==> src/rtl/reg_file_dump_reader.sv <==
// reg_file_dump_reader: debug-side register file dumper.
// Stalls the core, walks a contiguous (wrapping) address range through the
// register file's asynchronous read port and streams each word out over a
// valid/ready handshake.
// Optional build macro: REG_DUMP_CHECKSUM_EN adds dump_sum, the XOR of every
// word accepted during the most recent dump.
//
// state   | meaning
// --------+------------------------------------------------------------
// S_IDLE  | waiting for start; all outputs quiet
// S_STALL | stall_req raised, waiting for the core's stall_ack
// S_READ  | rf_addr=ptr, capture rf_data/ptr into the output registers
// S_SEND  | dump_valid high, holding the word until dump_ready
// S_FIN   | one-cycle done pulse, stall released

module reg_file_dump_reader #(
    parameter int REG_WIDTH = 32,
    parameter int REG_DEPTH = 32,
    parameter int ADDR_W    = 5
) (
    input  logic                 clk,
    input  logic                 rst,
    input  logic                 start,
    input  logic [ADDR_W-1:0]    start_addr,
    input  logic [ADDR_W:0]      count,
    output logic                 stall_req,
    input  logic                 stall_ack,
    output logic [ADDR_W-1:0]    rf_addr,
    input  logic [REG_WIDTH-1:0] rf_data,
    output logic                 dump_valid,
    input  logic                 dump_ready,
    output logic [ADDR_W-1:0]    dump_addr,
    output logic [REG_WIDTH-1:0] dump_data,
    output logic                 busy,
`ifdef REG_DUMP_CHECKSUM_EN
    output logic [REG_WIDTH-1:0] dump_sum,
`endif
    output logic                 done
);

    typedef enum logic [2:0] {
        S_IDLE  = 3'd0,
        S_STALL = 3'd1,
        S_READ  = 3'd2,
        S_SEND  = 3'd3,
        S_FIN   = 3'd4
    } state_t;

    localparam logic [ADDR_W:0]   DEPTH_C   = (ADDR_W+1)'(REG_DEPTH);
    localparam logic [ADDR_W:0]   REM_ONE   = (ADDR_W+1)'(1);
    localparam logic [ADDR_W-1:0] LAST_ADDR = ADDR_W'(REG_DEPTH - 1);
    localparam logic [ADDR_W-1:0] ADDR_ONE  = ADDR_W'(1);

    state_t            state;
    state_t            state_nx;
    logic [ADDR_W-1:0] ptr;
    logic [ADDR_W:0]   rem;
    logic [ADDR_W:0]   count_clamped;
    logic              start_ok;
    logic              hs;

    // Requests above the register count just dump the whole file once.
    assign count_clamped = (count > DEPTH_C) ? DEPTH_C : count;
    assign start_ok      = (state == S_IDLE) && start;
    assign hs            = (state == S_SEND) && dump_ready;

    // State register.
    always_ff @(posedge clk or negedge rst) begin
        if (!rst) state <= S_IDLE;
        else      state <= state_nx;
    end

    // Next-state and state-decoded outputs.
    always_comb begin
        state_nx   = state;
        stall_req  = 1'b0;
        dump_valid = 1'b0;
        busy       = 1'b1;
        done       = 1'b0;
        rf_addr    = ptr;
        case (state)
            S_IDLE: begin
                busy    = 1'b0;
                rf_addr = '0;
                if (start) state_nx = (count == '0) ? S_FIN : S_STALL;
            end
            S_STALL: begin
                stall_req = 1'b1;
                if (stall_ack) state_nx = S_READ;
            end
            S_READ: begin
                stall_req = 1'b1;
                state_nx  = S_SEND;
            end
            S_SEND: begin
                stall_req  = 1'b1;
                dump_valid = 1'b1;
                if (dump_ready) state_nx = (rem == REM_ONE) ? S_FIN : S_READ;
            end
            S_FIN: begin
                done     = 1'b1;
                rf_addr  = '0;
                state_nx = S_IDLE;
            end
            default: begin
                rf_addr  = '0;
                state_nx = S_IDLE;
            end
        endcase
    end

    // Address pointer, remaining count and the presented word.
    always_ff @(posedge clk or negedge rst) begin
        if (!rst) begin
            ptr       <= '0;
            rem       <= '0;
            dump_addr <= '0;
            dump_data <= '0;
        end else begin
            if (start_ok && count != '0) begin
                ptr <= start_addr;
                rem <= count_clamped;
            end
            if (state == S_READ) begin
                dump_addr <= ptr;
                dump_data <= rf_data;
            end
            if (hs) begin
                rem <= rem - REM_ONE;
                if (rem != REM_ONE) ptr <= (ptr == LAST_ADDR) ? '0 : ptr + ADDR_ONE;
            end
        end
    end

`ifdef REG_DUMP_CHECKSUM_EN
    // Running XOR of accepted words; cleared by every accepted start.
    always_ff @(posedge clk or negedge rst) begin
        if (!rst)          dump_sum <= '0;
        else if (start_ok) dump_sum <= '0;
        else if (hs)       dump_sum <= dump_sum ^ dump_data;
    end
`endif

endmodule

==> config.mk <==
export PLATFORM = sky130hd
export DESIGN_NAME = reg_file_dump_reader
export DESIGN_NICKNAME = d
export VERILOG_FILES = /design/src/rtl/reg_file_dump_reader.sv
export SDC_FILE = /design/constraint.sdc
export NUM_CORES = 1
export LEC_CHECK = 0
export CORE_ASPECT_RATIO = 0.8
export CORE_MARGIN = 1.5
export CORE_UTILIZATION = 43
export DETAILED_ROUTE_END_ITERATION = 8
export PLACE_DENSITY = 0.9
export SLEW_MARGIN = 10
export SYNTH_ARGS = -nofsm -noshare
export SYNTH_HDL_FRONTEND = slang
export SYNTH_SLANG_ARGS = --single-unit
export TNS_END_PERCENT = 100
==> constraint.sdc <==
create_clock -name clk -period 2 [get_ports clk]
set_input_delay 0.2 -clock clk [delete_from_list [all_inputs] [get_ports clk]]
set_output_delay 0.2 -clock clk [all_outputs]
set_load 0.02 [all_outputs]
==> metrics.txt <==
run status=complete, but fails checks; failing checks=design-rule violations; minimum clock period=1.87 ns; WP buf/inv=2; Root Driver=clkbuf_8; Congestion Overflow GR=0; synth-to-layout area growth=51.6%; CP Launch Type=flip-flop; GR Util met1=0.234; Ports=94; DP Worst Slack=-0.0726 ns; async set-reset flop share out of synthesis=1.00; layer carrying the most global-route usage=met2; antenna violations before repair=0; drt total wl=between 5 and 6 mm; DP HPWL=4.15 mm; Filler cells=395; crit-path max FO=10; Final Cycle Share=0.936; CTS max path bufs=2; Row Count=23; Mean Syn Cell Area=approximately 13 um^2; CTS tree=yes; RSZ-0062 raised after global routing=no; sequential area share after synthesis=0.549; DR vias=approximately 1800; Setup crit end kind=output pin; Main synth FF type=dfrtp_1; total track usage=0.190; met2 Usage GRT=0.316; Max Cap Viol=0; chip width=between 80 and 90 um; critical path's top delay family=buffers and inverters; slowest CP cell=or3_2; fmax=0.534 GHz; largest family of logic cells by synthesized area=multiplexers; CTS H-tree depth=2; die area=slightly below 6000 um^2; Antenna diodes=0; Finished Layout Cells=between 300 and 400; Clock Latency Late Sink=roughly 0.30 ns; DR WL/cell=roughly 15 um; clock-pin slew on the worst setup and hold paths=approximately 0.090 ns; TritonCTS Sinks=51; antenna viol nets, final=0; Routability Congestion=roughly 0.84; XOR/XNOR Fraction of Synth Area=0; Setup CP Type=flip-flop to output pin; via/cell ratio=about 5.2; post-synthesis mux area share=0.197; setup bufs post-CTS=0; Syn Nets=between 200 and 250; # setup viols final=0; Pwr Density=between 1500 and 2000 nW/um^2; final worst-path setup slack=~0.13 ns; Min-Delay Path Class=primary input to async pin; Leak=1.52 nW; vias in the first global route=1844; DRC Markers=6; pin count of the biggest net entering global routing=38; share of layout cells above drive strength 1=0.241; post-synth top area share=0.549; Yosys reg bits=about 50; Buffers on Ports=between 90 and 100; GR Layer Usage met3=0.0583; Initial DRC Count=80; Distinct cells, synth=39; DIE HEIGHT=slightly below 70 um; Compound-Gate Fraction of Synth Area=0.0839; Starting Density=0.454; adder-cell share of the synthesized area=0.0215; TritonCTS buffer count=5; clock skew=roughly 0.0053 ns; Simple-Gate Fraction of Synth Area=0.120; dpl cells=roughly 340; post-synth top area cell=dfrtp_1; top post-synthesis cells by area=dfrtp_1 55%, mux2_2 18%, ha_1 2.2%; Cells after Synth=183; worst vdd ir=between 0.8 and 0.9 mV; YS warnings=0; Nets=around 340; mapped cell area=between 2000 and 2500 um^2; CP required=1.80 ns; worst rel slew slack=0.572; Post-synth EDFFs=0; Placeable Area=a little over 5000 um^2; Max Slew Vio Count=0; crit-path cells=buf_4 -> or3_2 -> dlygate4sd2_1; Slew @ Worst Pin=approximately 0.64 ns; first-pass GRT wire length=roughly 8.6 mm; CP arrival=between 1.5 and 2 ns; 1st-pass router iterations=6; Overall Power=about 0.0056 W; Worst path max stage delay=0.46 ns; Final Hold Viols=0
[kinds of logic (layout without fill, tap and decap cells)]
group	Yosys count	count (layout)
multiplexers	41	41
AND/OR/NAND/NOR	51	51
AO/OA/AOI/OAI	24	24
buffers and inverters	12	119
adder cells (fa/ha/maj)	4	4
flip-flops	51	51
[report_power, final]
group	internal, W	switching [W]
logic	0.00165	0.00140
registers	0.00153	0.000328
clock network	0.000366	0.000333
[cells in the mapped netlist, types with 2 or more instances]
library cell  number
a21oi_1            3
o22ai_1            3
nor2_1            12
nand3_1            2
a211o_1            2
o211ai_1           2
nor3_1             3
dfrtp_1           51
mux2i_1            3
a221oi_1           2
inv_1              4
mux2_2            38
and3_1             2
and2_1             6
buf_2              5
nand2b_1           2
nand2_1           11
o21ai_0            3
ha_1               4
a221o_1            3
nor3b_1            3
buf_6              2
[cell usage in the layout (no fill, tap or decap), types with 2 or more instances in the layout]
cell type / count
clkdlybuf4s50_1: 84
dfrtp_1: 51
mux2_2: 38
nor2_1: 12
buf_4: 12
nand2_1: 11
and2_1: 6
dlygate4sd2_1: 6
clkbuf_8: 5
inv_1: 4
ha_1: 4
nor3_1: 3
a21oi_1: 3
o22ai_1: 3
a221o_1: 3
mux2i_1: 3
o21ai_0: 3
and3_1: 2
a211o_1: 2
nor3b_1: 2
nand2b_1: 2
nand3_1: 2
o211ai_1: 2
a221oi_1: 2
dlymetal6s2s_1: 2
buf_12: 2
[per-layer routing]
metal	part of all wire	up-vias
met5	0	-
met4	0.012	0
met3	0.071	6
met2	0.49	64
met1	0.43	885
li1	-	871
[worst paths after layout]
path | start | end | slack [ns] | depth (start not counted)
setup reg to reg | state[2] | rem[0] | 0.16 | 4
hold / removal | rst | dump_data[21] | 0.47 | 2
setup / recovery | state[2] | busy | 0.13 | 3
max in group asynchronous | rst | dump_data[3] | 0.99 | 3
hold reg to reg | dump_data[12] | dump_data[12] | 0.51 | 1
min in group clk | rf_data[25] | dump_data[25] | 0.50 | 2
[state kept, by name, indices dropped and copies added (netlist names)]
register,count
dump_addr,5
state,3
rem,6
ptr,5
dump_data,32
[repair_timing]
| item | in CTS | in global routing |
|---|---|---|
| hold buffers | 1 | 0 |
| hold endpoints to repair | 27 | 0 |
| endpoints found under the setup margin | 6 | 2 |
| resized for setup | 6 | 2 |
[worst reg2reg max path, delay by kind of cell (launching register included)]
kind	cells	cell delay [ns]
and+or+nand+nor	2	0.67
DFF	1	0.40
AOI/OAI and AO/OA	2	0.64
[metrics by stage]
| step | instance area [um^2] | hold WS [ns] | util | setup TNS, ns |
|---|---|---|---|---|
| finish | 3530 | 0.466 | 0.689 | 0 |
| global route | 3530 | 0.500 | 0.689 | 0 |
| CTS | 3520 | 0.488 | 0.688 | 0 |
| detailed placement | 3410 | 0.267 | 0.666 | -0.340 |
| global placement | 3410 | 0.262 | 0.666 | -0.0358 |
| floorplan | 2330 | -0.0956 | - | 0 |
[final cells by class]
type / instances / area (um^2) / share of cell area
clock inverters: 2 / 37.5 / 0.0106
clock buffers: 5 / 68.8 / 0.0195
repair buffers: 108 / 1060 / 0.302
multi-input cells: 120 / 988 / 0.280
well taps: 62 / 77.6 / 0.0220
inverters: 4 / 15.0 / 0.00426
flip-flops and latches: 51 / 1280 / 0.362
(Power assumes the default switching activity.)
